===== config.mk =====
export PLATFORM = sky130hd
export DESIGN_NAME = bin2bcd_seq
export DESIGN_NICKNAME = d
export VERILOG_FILES = /design/src/rtl/bin2bcd_pkg.sv /design/src/rtl/bcd_add3.sv /design/src/rtl/bin2bcd_seq.sv
export SDC_FILE = /design/constraint.sdc
export NUM_CORES = 1
export LEC_CHECK = 0
export ABC_AREA = 1
export BUFFER_PORTS_ARGS = -buffer_cell sky130_fd_sc_hd__buf_2
export CORE_MARGIN = 10
export CORE_UTILIZATION = 62
export CTS_BUF_LIST = sky130_fd_sc_hd__clkbuf_16
export DETAILED_ROUTE_END_ITERATION = 7
export PLACE_DENSITY_LB_ADDON = 0.08
export SYNTH_ARGS = -nofsm -noshare
export SYNTH_HDL_FRONTEND = slang
export SYNTH_SLANG_ARGS = --single-unit

===== constraint.sdc =====
create_clock -name clk -period 3.8 [get_ports clk]
set_clock_uncertainty 0.1 [all_clocks]
set_input_delay 0.19 -clock clk [delete_from_list [all_inputs] [get_ports clk]]
set_output_delay 0.19 -clock clk [all_outputs]
set_load 0.02 [all_outputs]

===== src/rtl/bin2bcd_pkg.sv =====
// Shared types and constants for the sequential binary-to-BCD converter.
// Mode and state encodings live here so the top and the bench agree on them.
package bin2bcd_pkg;

  typedef enum logic [1:0] {
    MODE_U8  = 2'd0,
    MODE_U7  = 2'd1,
    MODE_MOD = 2'd2,
    MODE_SAT = 2'd3
  } mode_e;

  typedef enum logic [1:0] {
    IDLE  = 2'd0,
    SHIFT = 2'd1,
    DONE  = 2'd2
  } state_e;

  localparam logic [3:0] BLANK_DEFAULT = 4'hF;

  // 10^digits, the first value that no longer fits in the digit field.
  function automatic logic [63:0] pow10(input int digits);
    logic [63:0] result;
    result = 64'd1;
    for (int i = 0; i < digits; i++) begin
      result = result * 64'd10;
    end
    return result;
  endfunction

endpackage


===== src/rtl/bcd_add3.sv =====
// Single-digit double-dabble correction: digits of 5 or more get +3 before
// the shift so the doubled value carries correctly into the next digit.
module bcd_add3 (
  input  logic [3:0] digit,
  output logic [3:0] adjusted
);

  assign adjusted = (digit >= 4'd5) ? digit + 4'd3 : digit;

endmodule


===== src/rtl/bin2bcd_seq.sv =====
// Iterative shift-add-3 binary-to-BCD converter, one operand bit per clock,
// with operand masking, overflow flag, saturation and leading-zero blanking.
module bin2bcd_seq
  import bin2bcd_pkg::*;
#(
  parameter int         WIDTH  = 14,
  parameter int         DIGITS = 4,
  parameter logic [3:0] BLANK  = BLANK_DEFAULT
) (
  input  logic                clk,
  input  logic                rst_n,
  input  logic                start,
  input  logic [WIDTH-1:0]    bin,
  input  logic [1:0]          sel,
  input  logic                blank_en,
  output logic                busy,
  output logic                done,
  output logic [4*DIGITS-1:0] bcd,
  output logic                ovf
);

  localparam int            AW        = 4 * DIGITS;
  localparam int            CW        = $clog2(WIDTH);
  localparam logic [63:0]   OVF_LIMIT = pow10(DIGITS);
  localparam logic [AW-1:0] BCD_RST   = {{(DIGITS-1){BLANK}}, 4'h0};
  localparam logic [AW-1:0] BCD_SAT   = {DIGITS{4'h9}};

  state_e          state, state_nx;
  logic [WIDTH-1:0] opr;
  logic [AW-1:0]    acc;
  logic [AW-1:0]    acc_adj;
  logic [CW-1:0]    count;
  mode_e            mode_q;
  logic             blank_q;
  logic             ovf_q;

  logic [WIDTH-1:0] bin_masked;
  logic             ovf_in;
  logic [AW-1:0]    bcd_sat;
  logic [AW-1:0]    bcd_fmt;

  assign busy = (state != IDLE);

  // NOTE: every signal written in always_comb gets a default first, so no
  // path through the block can leave it unassigned and infer a latch.
  always_comb begin
    bin_masked = bin;
    case (mode_e'(sel))
      MODE_U8: bin_masked = WIDTH'(bin[7:0]);
      MODE_U7: bin_masked = WIDTH'(bin[6:0]);
      default: ;
    endcase
  end

  // Overflow is decided on the masked operand, not on the wrapped result.
  assign ovf_in = (64'(bin_masked) >= OVF_LIMIT);

  for (genvar k = 0; k < DIGITS; k++) begin : g_add3
    bcd_add3 u_add3 (
      .digit    (acc[4*k +: 4]),
      .adjusted (acc_adj[4*k +: 4])
    );
  end

  always_comb begin
    bcd_sat = (mode_q == MODE_SAT && ovf_q) ? BCD_SAT : acc;
  end

  // Scan from the top digit down; digit 0 always shows, so zero reads as 0.
  always_comb begin
    logic seen;
    seen    = 1'b0;
    bcd_fmt = bcd_sat;
    for (int k = DIGITS - 1; k >= 1; k--) begin
      if (bcd_sat[4*k +: 4] != 4'h0) seen = 1'b1;
      if (blank_q && !seen) bcd_fmt[4*k +: 4] = BLANK;
    end
  end

  always_comb begin
    state_nx = state;
    case (state)
      IDLE:    if (start) state_nx = SHIFT;
      SHIFT:   if (count == '0) state_nx = DONE;
      DONE:    state_nx = IDLE;
      default: state_nx = IDLE;
    endcase
  end

  // NOTE: sequential state uses non-blocking assignments so every flop
  // samples the pre-edge values regardless of statement order.
  always_ff @(posedge clk or negedge rst_n) begin
    if (!rst_n) state <= IDLE;
    else        state <= state_nx;
  end

  always_ff @(posedge clk or negedge rst_n) begin
    if (!rst_n) begin
      opr     <= '0;
      acc     <= '0;
      count   <= '0;
      mode_q  <= MODE_U8;
      blank_q <= 1'b0;
      ovf_q   <= 1'b0;
      done    <= 1'b0;
      bcd     <= BCD_RST;
      ovf     <= 1'b0;
    end else begin
      done <= 1'b0;
      case (state)
        IDLE: begin
          if (start) begin
            opr     <= bin_masked;
            acc     <= '0;
            count   <= CW'(WIDTH - 1);
            mode_q  <= mode_e'(sel);
            blank_q <= blank_en;
            ovf_q   <= ovf_in;
          end
        end
        SHIFT: begin
          // Bits pushed past the top digit fall away: result is mod 10^DIGITS.
          {acc, opr} <= {acc_adj, opr} << 1;
          if (count != '0) count <= count - 1'b1;
        end
        DONE: begin
          bcd  <= bcd_fmt;
          ovf  <= ovf_q;
          done <= 1'b1;
        end
        default: ;
      endcase
    end
  end

endmodule

# Word level (Yosys, flattened, before mapping)
# Index checks and enable logic that the tools add are counted.
# classes
n_lt_le_gt_ge,5
reduce_logical,20
n_addsub,5
mux,23
n_eq_ne,7
# ops
op,n
$pmux 14 s2,2
$mux 16,2
$mux 4,8
$pmux 16 s2,1
$ge 4x3->1 const B,4
$reduce_bool 4->1,4
$ge 14x14->1 const B,1
$mux 14,1
$add 4x2->4 const B,3
$pmux 4 s2,1
$ne 2x2->1 const B,3
$reduce_and 2->1,3
$eq 2x1->1 const B,2
$eq 2x2->1 const B,2
$logic_and 1x1->1,4
$logic_not 2->1,2
$logic_not 4->1,1
$mux 1,4
$mux 2,2
$pmux 2 s2,1
$reduce_bool 2->1,2
$sub 4x1->4 const B,1
$add 3x2->3 const B,1
$logic_not 1->1,3
2 further kinds,2
# totals
out_inout_bits,19
register_bits,58
inputBits,20
wordCells,70

# Logic depth before layout (Yosys ltp)
# Gate-level depths: netlist of run 1.
# depth
depth_word,10
ltp_mapped,8
ltp_nobuf,8

# By module
# A second synthesis of run 1 with hierarchy kept.
# unflattened
hier_cells,357
hier_area_um2,3124.2
# by_module_without_submodules
module,cells_each,area_each_um2,seq_area_each_um2,instances
bin2bcd_seq,265,2583.7,1466.4,1
bcd_add3,23,135.1,0.0,4

# Least setup slack after synthesis of run 1
# No wires, ideal clock.
# synth_path
path_type,reg2reg
start,reg acc[4]
end,reg acc[5]
required_time_ns,3.573
setup_time_ns,0.127
n_path_buf,0
slack_ns,2.482
arrival_ns,1.092
period_less_slack_ns,1.318
stages_incl_launch_ff,8
cell_sequence,dfrtp_1 inv_1 ha_1 inv_1 nand2_1 nand3_1 nor2_1 o22ai_2
# synth_via
elab_chain_cells,3
elab_cells_between_ends,4
classes_between,1 x add/sub; 1 x order compare; 2 x mux
# synth_rtl
element,line,text
from (decl),bin2bcd_seq.sv:30,logic [AW-1:0] acc;
from (signal assigned),bin2bcd_seq.sv:123,"{acc, opr} <= {acc_adj, opr} << 1;"
$add 4x2->4 or $ge 4x3->1 (tied branches),bcd_add3.sv:8,assign adjusted = (digit >= 4'd5) ? digit + 4'd3 : digit;
$mux 4 (*),bcd_add3.sv:8,
$pmux 16 s2 (*),bin2bcd_seq.sv:110,case (state)
# Mark *: on every way between the ends. The rest lies on a longest branch, timed or not.
# A chain may end at the register's enable or synchronous reset.

# Final worst setup path of run 1
# layout_path
start,reg state[1]
end,reg opr[9]
# layout_via
elab_chain_cells,3
elab_cells_between_ends,6
classes_between,2 x eq/ne; 1 x mux; 3 x reduce/logical
# layout_rtl
element,line,text
from (decl),bin2bcd_seq.sv:28,"state_e state, state_nx;"
from (signal assigned),bin2bcd_seq.sv:94,else state <= state_nx;
$eq 2x1->1 or $logic_not 2->1 (tied branches),bin2bcd_seq.sv:110,
$reduce_bool 2->1 (no line) or $ne 2x2->1 (tied branches),-,
$reduce_and 2->1 (no line),-,
to (signal assigned),bin2bcd_seq.sv:113,opr <= bin_masked;
to (signal assigned),bin2bcd_seq.sv:123,
to (decl),bin2bcd_seq.sv:29,logic [WIDTH-1:0] opr;
# Parallel ways exist; a longest one is shown, timed or not.

==> impl_metrics.env, run 1 <==
export IMPL_run_status="finished clean"
export IMPL_setup_slack_ns=1.52
export IMPL_worst_pin_slew_ns=0.585
export IMPL_die_area_mm2=0.00783
export IMPL_layout_nets=413
export IMPL_drive_above_1_share_pct=20.3
export IMPL_cts_buffers=9
export IMPL_ant_nets=0
export IMPL_fin_crit_ns=2.28
export IMPL_grt_max_degree=41
export IMPL_dr_pass1_iters=4
export IMPL_clkTransAtPathRegs_ns=0.05
export IMPL_synth_area_mm2=0.00291
export IMPL_numClockSinks=58
export IMPL_yosysTopAreaCell="dfrtp_1"
export IMPL_startpoint="state[1]"
export IMPL_syn_inst=341
export IMPL_area_growth_pct=16.3
export IMPL_cp_data_required_time_ns=3.90
export IMPL_report_final_slew_viol_count=0
export IMPL_hold_violations=0
export IMPL_synth_cell_types=32
export IMPL_hold_path_class="input port to flop"
export IMPL_fmax_mhz=438
export IMPL_crit_path_start_kind="flop"
export IMPL_rsz0062_at_grt="no"
export IMPL_drtIter0Drc=221
export IMPL_final_setup_tns_ns=0
export IMPL_fin_util_pct=76.1
export IMPL_vias=2366
export IMPL_grt_pass1_vias=2337
export IMPL_die_h_um=88.5
export IMPL_power_leakage_nw=1.72
export IMPL_netlist_top_cells_area="dfrtp_1 40%, nand2_1 12%, dfstp_2 11%"
export IMPL_p_per_area_mw_per_mm2=907
export IMPL_routed_wl_um=5990
export IMPL_die_w_um=88.5
export IMPL_end_kind="flop"
export IMPL_gp_congestion=0.852
export IMPL_dp_hpwl_um=4140
export IMPL_clock_latency_ns=0.33
export IMPL_synthesis_nets=370
export IMPL_period_share_pct=60.1
export IMPL_cts_max_level=3
export IMPL_seq_area_frac_synth_pct=50.4
export IMPL_grt_overflow=0
export IMPL_start_util_pct=65.5
export IMPL_port_buffers=38
export IMPL_avgSynthCellArea_um2=8.53
export IMPL_setup_viol=0
export IMPL_reg2reg_from="state[1]"
export IMPL_place_ws_ns=1.48
export IMPL_root_buffer="clkbuf_16"
export IMPL_grt_total_usage_pct=16.4
export IMPL_critPathMaxFanout=29
export IMPL_criticalPathCategory="flop to flop"
export IMPL_fp_row_count=24
export IMPL_min_delay_start="bin[9]"
export IMPL_drc=0
export IMPL_ys_ff_latch=58
export IMPL_num_antenna_cells=0
export IMPL_via_per_inst=5.37
export IMPL_cap_viol_max_count=0
export IMPL_cts_buffer_depth=2
export IMPL_yosysTopAreaCellShare_pct=39.6
export IMPL_tritoncts="done"
export IMPL_max_slew_margin_pct=60.9
export IMPL_grt_antenna_before_repair=0
export IMPL_grt_pass1_wl_um=10100
export IMPL_synth_warnings=0
export IMPL_crit_arrival_ns=2.38
export IMPL_vdd_drop_max_uv=737
export IMPL_fp_coreArea_mm2=0.00444
export IMPL_pin_count=39
export IMPL_routedWlPerCell_um=13.6
export IMPL_post_cts_setup_buffers=0
layer usage:
layer / up-vias / global-route usage [%] / share of wire [%]
met1: 1089 / 20.0 / 48
met5: - / 0 / 0
met2: 66 / 25.8 / 44
met4: 0 / 8.66 / 1.5
li1: 1201 / - / -
met3: 10 / 4.50 / 6.4
worst max-delay path, stage by stage (launching register included):
cell and delay (ns):
dfrtp_1 0.42, nor2_4 0.44, inv_2 0.27, nand2_2 0.52
inv_2 0.20, nand2_1 0.11, o211ai_1 0.09
sequential cells by signal, summed over array words and instances (netlist names):
register,cells
acc,16
bcd,16
blank_q,1
count,4
done,1
mode_q,2
opr,14
ovf,1
ovf_q,1
state,2
placed cells by master (no fill, tap or decap), types with 3 or more instances in the layout:
cell and count:
a21oi_1 18, buf_2 38, clkbuf_16 9, clkinv_1 4, dfrtp_1 46, dfstp_2 12
dlygate4sd3_1 4, ha_1 9, inv_1 37, inv_2 5, nand2_1 93, nand3_1 21
nor2_1 26, nor3_1 3, o211ai_1 5, o21ai_0 24, o21ai_1 4, o22a_1 3
o22ai_1 3, o22ai_2 7, xor2_1 3
power breakdown:
part	switching (mW)	internal, mW
combinational	0.805	0.464
clock	0.259	0.425
sequential	0.185	0.932
total	1.25	1.82
Yosys cell counts:
cell / count
dfrtp_1: 46
clkbuf_1: 1
inv_2: 5
buf_2: 3
o31ai_1: 1
o21a_1: 2
o22ai_1: 3
inv_1: 36
ha_1: 9
nor2_1: 26
nand3_2: 1
xor2_1: 3
buf_6: 4
nor2_2: 1
nand2_1: 93
a21oi_1: 18
clkbuf_2: 1
o21ai_0: 24
a31oi_1: 2
buf_4: 2
nand4_1: 1
dfstp_2: 12
a21boi_0: 1
nand3_4: 1
o211ai_1: 5
nor3_1: 3
nand2_2: 1
o22ai_2: 7
nor2_4: 1
o22a_1: 3
o21ai_1: 4
nand3_1: 21
kinds of logic (layout without fill, tap and decap cells):
family                     after synthesis  in the layout  share of synthesized area, %
DFF                                     58             58                          50.4
xor gates and xnor gates                 3              3                         0.903
AOI/OAI and AO/OA                       70             70                          15.2
adders and majority gates                9              9                          3.87
and+or+nand+nor                        149            149                          21.5
buffers and inverters                   52            100                          8.17
final cells by class:
type,instances,area [um^2]
Clock buffer,9,225
Clock inverter,7,28.8
Fill cell,330,1060
Inverter,41,154
Multi-Input combinational cell,231,1210
Sequential cell,58,1470
Tap cell,52,65.1
Timing Repair Buffer,43,238
through the flow:
stage                     cell area, um^2  std cells  hold WS, ns  total power [mW]
after detailed placement             3090        421       0.0330              2.38
after floorplan                      2910        341       -0.206              2.12
after CTS                            3380        441       0.0174              3.08
final                                3380        441       0.0199              3.07
after global routing                 3380        441       0.0408              3.32
after global placement               3090        421       0.0297              2.34
path summary, 6_finish.rpt:
kind | slack (ns) | cells after the start | endpoint
max in group asynchronous | 2.55 | 3 | acc[3]
worst min-delay path | 0.02 | 3 | opr[9]
worst max-delay path | 1.52 | 6 | opr[9]
worst min register to register | 0.37 | 2 | bcd[15]
min in group asynchronous | 0.23 | 2 | ovf
worst max register to register | 1.52 | 6 | opr[9]
what timing repair did:
action | 4_1_cts | 5_1_grt
gates resized for setup | 0 | 0
endpoints found under the hold margin | 21 | 0
hold buffers | 4 | 0
Note: power is estimated with default switching activity, not from simulation.
==> run 2, diff against run 1 <==
Settings changed: CORE_UTILIZATION 62 to 52.
Clock period 3.8 ns to 1.9 ns, I/O delays scaled along.
==> impl_metrics.env, run 2 (synthesis results as in run 1) <==
export IMPL_placed_cells=446
export IMPL_run_status="finished clean"
export IMPL_layout_nets=425
export IMPL_rsz0062_at_grt="no"
export IMPL_reg2reg_depth=5
export IMPL_hold_depth=3
export IMPL_r2r_end="bcd[4]"
export IMPL_report_final_slew_viol_count=0
export IMPL_die_h_um=94.8
export IMPL_area_growth_pct=21.3
export IMPL_final_setup_tns_ns=0
export IMPL_placed_area_mm2=0.00316
export IMPL_die_area_mm2=0.00899
export IMPL_p_per_area_mw_per_mm2=1760
export IMPL_cts_buffers=9
export IMPL_clkTransAtPathRegs_ns=0.05
export IMPL_min_to="opr[10]"
export IMPL_pin_count=39
export IMPL_port_buffers=38
export IMPL_numClockSinks=58
export IMPL_max_slew_margin_pct=66.3
export IMPL_grt_overflow=0
export IMPL_crit_arrival_ns=1.73
export IMPL_root_buffer="clkbuf_16"
export IMPL_routed_wl_um=6150
export IMPL_crit_path_start_kind="flop"
export IMPL_reg2reg_from="ovf_q"
export IMPL_power_leakage_nw=1.79
export IMPL_hold_path_class="input port to flop"
export IMPL_ctsResizeCount=0
export IMPL_via_per_inst=5.01
export IMPL_cp_data_required_time_ns=2.04
export IMPL_fp_row_count=27
export IMPL_final_cell_area_mm2=0.00353
export IMPL_routedWlPerCell_um=13.0
export IMPL_worst_pin_slew_ns=0.506
export IMPL_fin_crit_ns=1.59
export IMPL_min_delay_start="bin[10]"
export IMPL_final_cell_mix="93 x nand2_1, 46 x dfrtp_1, 38 x inv_1, 38 x buf_2, 26 x nor2_1"
export IMPL_start_util_pct=53.2
export IMPL_fmax_mhz=630
export IMPL_hold_violations=0
export IMPL_fin_cells=473
export IMPL_ant_nets=0
export IMPL_grt_total_usage_pct=15.4
export IMPL_cts_buffer_depth=2
export IMPL_clock_latency_ns=0.32
export IMPL_fin_util_pct=64.5
export IMPL_die_w_um=94.8
export IMPL_reg_top3="acc (16), bcd (16), opr (14)"
export IMPL_vdd_drop_max_uv=958
export IMPL_drc=0
export IMPL_dr_pass1_iters=5
export IMPL_fillers=482
export IMPL_grt_antenna_before_repair=0
export IMPL_reg2reg_slack_ns=0.31
export IMPL_grt_max_degree=38
export IMPL_num_antenna_cells=0
export IMPL_grt_pass1_vias=2370
export IMPL_vias=2372
export IMPL_drive_above_1_share_pct=21.2
export IMPL_drtIter0Drc=147
export IMPL_cts_max_level=3
export IMPL_gp_congestion=0.849
export IMPL_dp_hpwl_um=4380
export IMPL_cap_viol_max_count=0
export IMPL_grt_pass1_wl_um=11100
export IMPL_criticalPathCategory="flop to flop"
export IMPL_period_share_pct=83.6
export IMPL_end_kind="flop"
export IMPL_layout_commonest_cell="nand2_1"
export IMPL_fp_coreArea_mm2=0.00547
export IMPL_tritoncts="done"
export IMPL_critPathMaxFanout=14
export IMPL_setup_viol=0
==> run 2: changes by cell type in the layout (fill, tap and decap cells not counted), sizes merged <==
cell and delta:
dlygate4sd3 +7, buf +5, clkinv -1, inv +1
==> run 2: cell type report <==
| class | instances | area [um^2] | area share, % |
|---|---|---|---|
| clock buffers | 9 | 225 | 6.38 |
| clock inverters | 7 | 30.0 | 0.851 |
| inverters | 41 | 154 | 4.36 |
| multi-input cells | 231 | 1210 | 34.2 |
| flip-flops and latches | 58 | 1470 | 41.5 |
| well taps | 72 | 90.1 | 2.55 |
| repair buffers | 55 | 358 | 10.1 |
==> run 2: metal layers <==
layer / GRT usage [%] / part of all wire, %
met1: 20.1 / 48
met2: 23.5 / 44
met3: 4.92 / 6.3
met4: 5.61 / 1.2
met5: 0 / 0
==> run 2: worst max-delay path by stage <==
stage / slack, ns / end / from
floorplan: 0.58 / acc[5] / acc[4]
global placement: 0.31 / bcd[7] / ovf_q
detailed placement: 0.27 / bcd[4] / ovf_q
CTS: 0.26 / bcd[4] / ovf_q
global route: 0.15 / bcd[4] / ovf_q
finish: 0.31 / bcd[4] / ovf_q
==> run 2: per-stage QoR <==
step                      hold slack (ns)  worst slack, ns  total power, mW
after floorplan                    -0.301            0.582             4.24
after CTS                         0.00252            0.263             6.27
after detailed placement         -0.00524            0.274             4.85
after global routing               0.0287            0.151             6.81
after global placement           -0.00439            0.312             4.80
final                             0.00985            0.312             6.22
==> run 2: report_power, final <==
part | internal [mW] | total, mW | switching (mW)
clock network | 0.852 | 1.36 | 0.513
logic | 0.997 | 2.63 | 1.63
registers | 1.86 | 2.22 | 0.361
total | 3.71 | 6.22 | 2.50
==> run 2: worst max-delay path, stage by stage, from the launching register on <==
cell,delay [ns]
dfrtp_1,0.41
nand3_2,0.25
nand2_1,0.13
nor2_2,0.23
nand3_1,0.20
a21oi_1,0.19
==> run 2: repair_timing <==
action / CTS / global route
setup buffers: 0 / 0
hold buffers: 11 / 0
hold endpoints to repair: 32 / 0
==> run 3, diff against run 2 <==
Settings changed: CORE_UTILIZATION 52 to 57.
Clock period 1.9 ns to 1.5 ns, I/O delays scaled along.
==> impl_metrics.env, run 3 (synthesis results as in run 1) <==
export IMPL_vias=2491
export IMPL_grt_overflow=0
export IMPL_port_buffers=38
export IMPL_pin_count=39
export IMPL_place_ws_ns=0.0395
export IMPL_power_leakage_nw=1.86
export IMPL_setup_viol=0
export IMPL_drive_above_1_share_pct=26.2
export IMPL_fin_crit_ns=1.46
export IMPL_grt_max_degree=59
export IMPL_run_status="finished clean"
export IMPL_fmax_mhz=686
export IMPL_wl_met2_um=2910
export IMPL_hold_violations=0
export IMPL_drtIter0Drc=132
export IMPL_root_buffer="clkbuf_16"
export IMPL_end_kind="flop"
export IMPL_via_per_inst=5.19
export IMPL_drc=0
export IMPL_crit_path_start_kind="flop"
export IMPL_die_h_um=91.5
export IMPL_routedWlPerCell_um=13.2
export IMPL_criticalPathCategory="flop to flop"
export IMPL_slowest_stage="dfrtp_1"
export IMPL_dp_hpwl_um=4290
export IMPL_grt_pass1_wl_um=11000
export IMPL_layout_commonest_cell="nand2_1"
export IMPL_dr_pass1_iters=4
export IMPL_clkTransAtPathRegs_ns=0.05
export IMPL_grt_antenna_before_repair=0
export IMPL_layout_nets=438
export IMPL_area_growth_pct=27.8
export IMPL_p_per_area_mw_per_mm2=2240
export IMPL_hold_path_class="input port to flop"
export IMPL_crit_arrival_ns=1.62
export IMPL_cts_buffers=9
export IMPL_cpPeakStageDelay_ns=0.41
export IMPL_wl_met1_um=2910
export IMPL_worst_pin_slew_ns=0.297
export IMPL_cap_viol_max_count=0
export IMPL_reg_top3="acc (16), bcd (16), opr (14)"
export IMPL_gp_congestion=0.896
export IMPL_reg2reg_slack_ns=0.04
export IMPL_vdd_drop_max_uv=1200
export IMPL_setup_slack_ns=0.0431
export IMPL_num_antenna_cells=0
export IMPL_cts_max_level=3
export IMPL_placed_cells=449
export IMPL_fin_util_pct=76.7
export IMPL_reg2reg_from="acc[5]"
export IMPL_routed_wl_um=6340
export IMPL_fin_cells=480
export IMPL_top_layer="met4"
export IMPL_numClockSinks=58
export IMPL_final_cell_mix="92 x nand2_1, 44 x dfrtp_1, 38 x buf_2"
export IMPL_tritoncts="done"
export IMPL_reg2reg_depth=8
export IMPL_cp_data_required_time_ns=1.66
export IMPL_fp_coreArea_mm2=0.00485
export IMPL_period_share_pct=97.1
export IMPL_ant_nets=0
export IMPL_fp_row_count=25
export IMPL_grt_total_usage_pct=15.7
export IMPL_cts_buffer_depth=2
export IMPL_clock_latency_ns=0.32
export IMPL_min_delay_start="bin[4]"
export IMPL_crit_path_cell_trace="inv_1 -> ha_1 -> inv_1 -> nand2_1 -> nand3_2 -> a21oi_1 -> o21ai_1 -> nand2_1"
export IMPL_grt_pass1_vias=2431
export IMPL_die_w_um=91.5
export IMPL_report_final_slew_viol_count=0
export IMPL_start_util_pct=60.0
export IMPL_critPathMaxFanout=5
export IMPL_max_slew_margin_pct=80.2
export IMPL_hold_depth=5
export IMPL_min_to="opr[4]"
export IMPL_wl_met3_um=428
export IMPL_die_area_mm2=0.00836
export IMPL_r2r_end="acc[6]"
## run 3: metrics by stage
step | total power, mW | hold slack, ns | TNS (ns) | cell area (um^2)
floorplan | 5.37 | -0.321 | 0 | 2910
global placement | 6.17 | 0.00125 | 0 | 3240
detailed placement | 6.26 | -0.00155 | 0 | 3240
CTS | 8.22 | 0.0292 | 0 | 3670
global route | 9.02 | 0.0702 | -0.0149 | 3720
finish | 8.32 | 0.0240 | 0 | 3720
## run 3: report_power, final
| group | internal [mW] | switching, mW |
|---|---|---|
| combinational | 1.43 | 2.18 |
| sequential | 2.37 | 0.457 |
| clock | 1.24 | 0.641 |
| total | 5.04 | 3.28 |
## run 3: what timing repair did
| item | in CTS | in global routing |
|---|---|---|
| setup buffers | 0 | 1 |
| hold endpoints to repair | 71 | 0 |
| hold buffers | 15 | 0 |
| gates resized for setup | 0 | 16 |
| setup endpoints to repair | 0 | 17 |
## run 3: worst max path at each step
stage                start      to  slack, ns  cells past startpoint
floorplan           acc[4]  acc[5]       0.18                      7
global placement    acc[4]  acc[5]       0.07                      7
detailed placement  acc[4]  acc[6]       0.04                      8
CTS                 acc[4]  acc[6]       0.03                      8
global route        acc[5]  acc[6]      -0.01                      8
finish              acc[5]  acc[6]       0.04                      8
## run 3: metal layers
layer  vias to the layer above  track usage (%)
li1                       1259                -
met1                      1155             19.4
met2                        67             24.6
met3                        10             4.61
met4                         0             7.57
met5                         -                0
## run 3: layout make-up
type | instances | area, um^2
inverter | 41 | 154
tap | 67 | 83.8
clock buffer | 9 | 225
multi-input combinational | 231 | 1250
sequential | 58 | 1470
timing repair buffer | 68 | 490
fill | 350 | 1130
clock inverter | 6 | 50.0
## run 3: worst max-delay path: cells and delay by family (launching register included)
kind,cells,cell delay (ns)
flops,1,0.41
simple gates,3,0.28
compound gates,2,0.23
buf+inv,2,0.19
fa+ha+maj,1,0.18
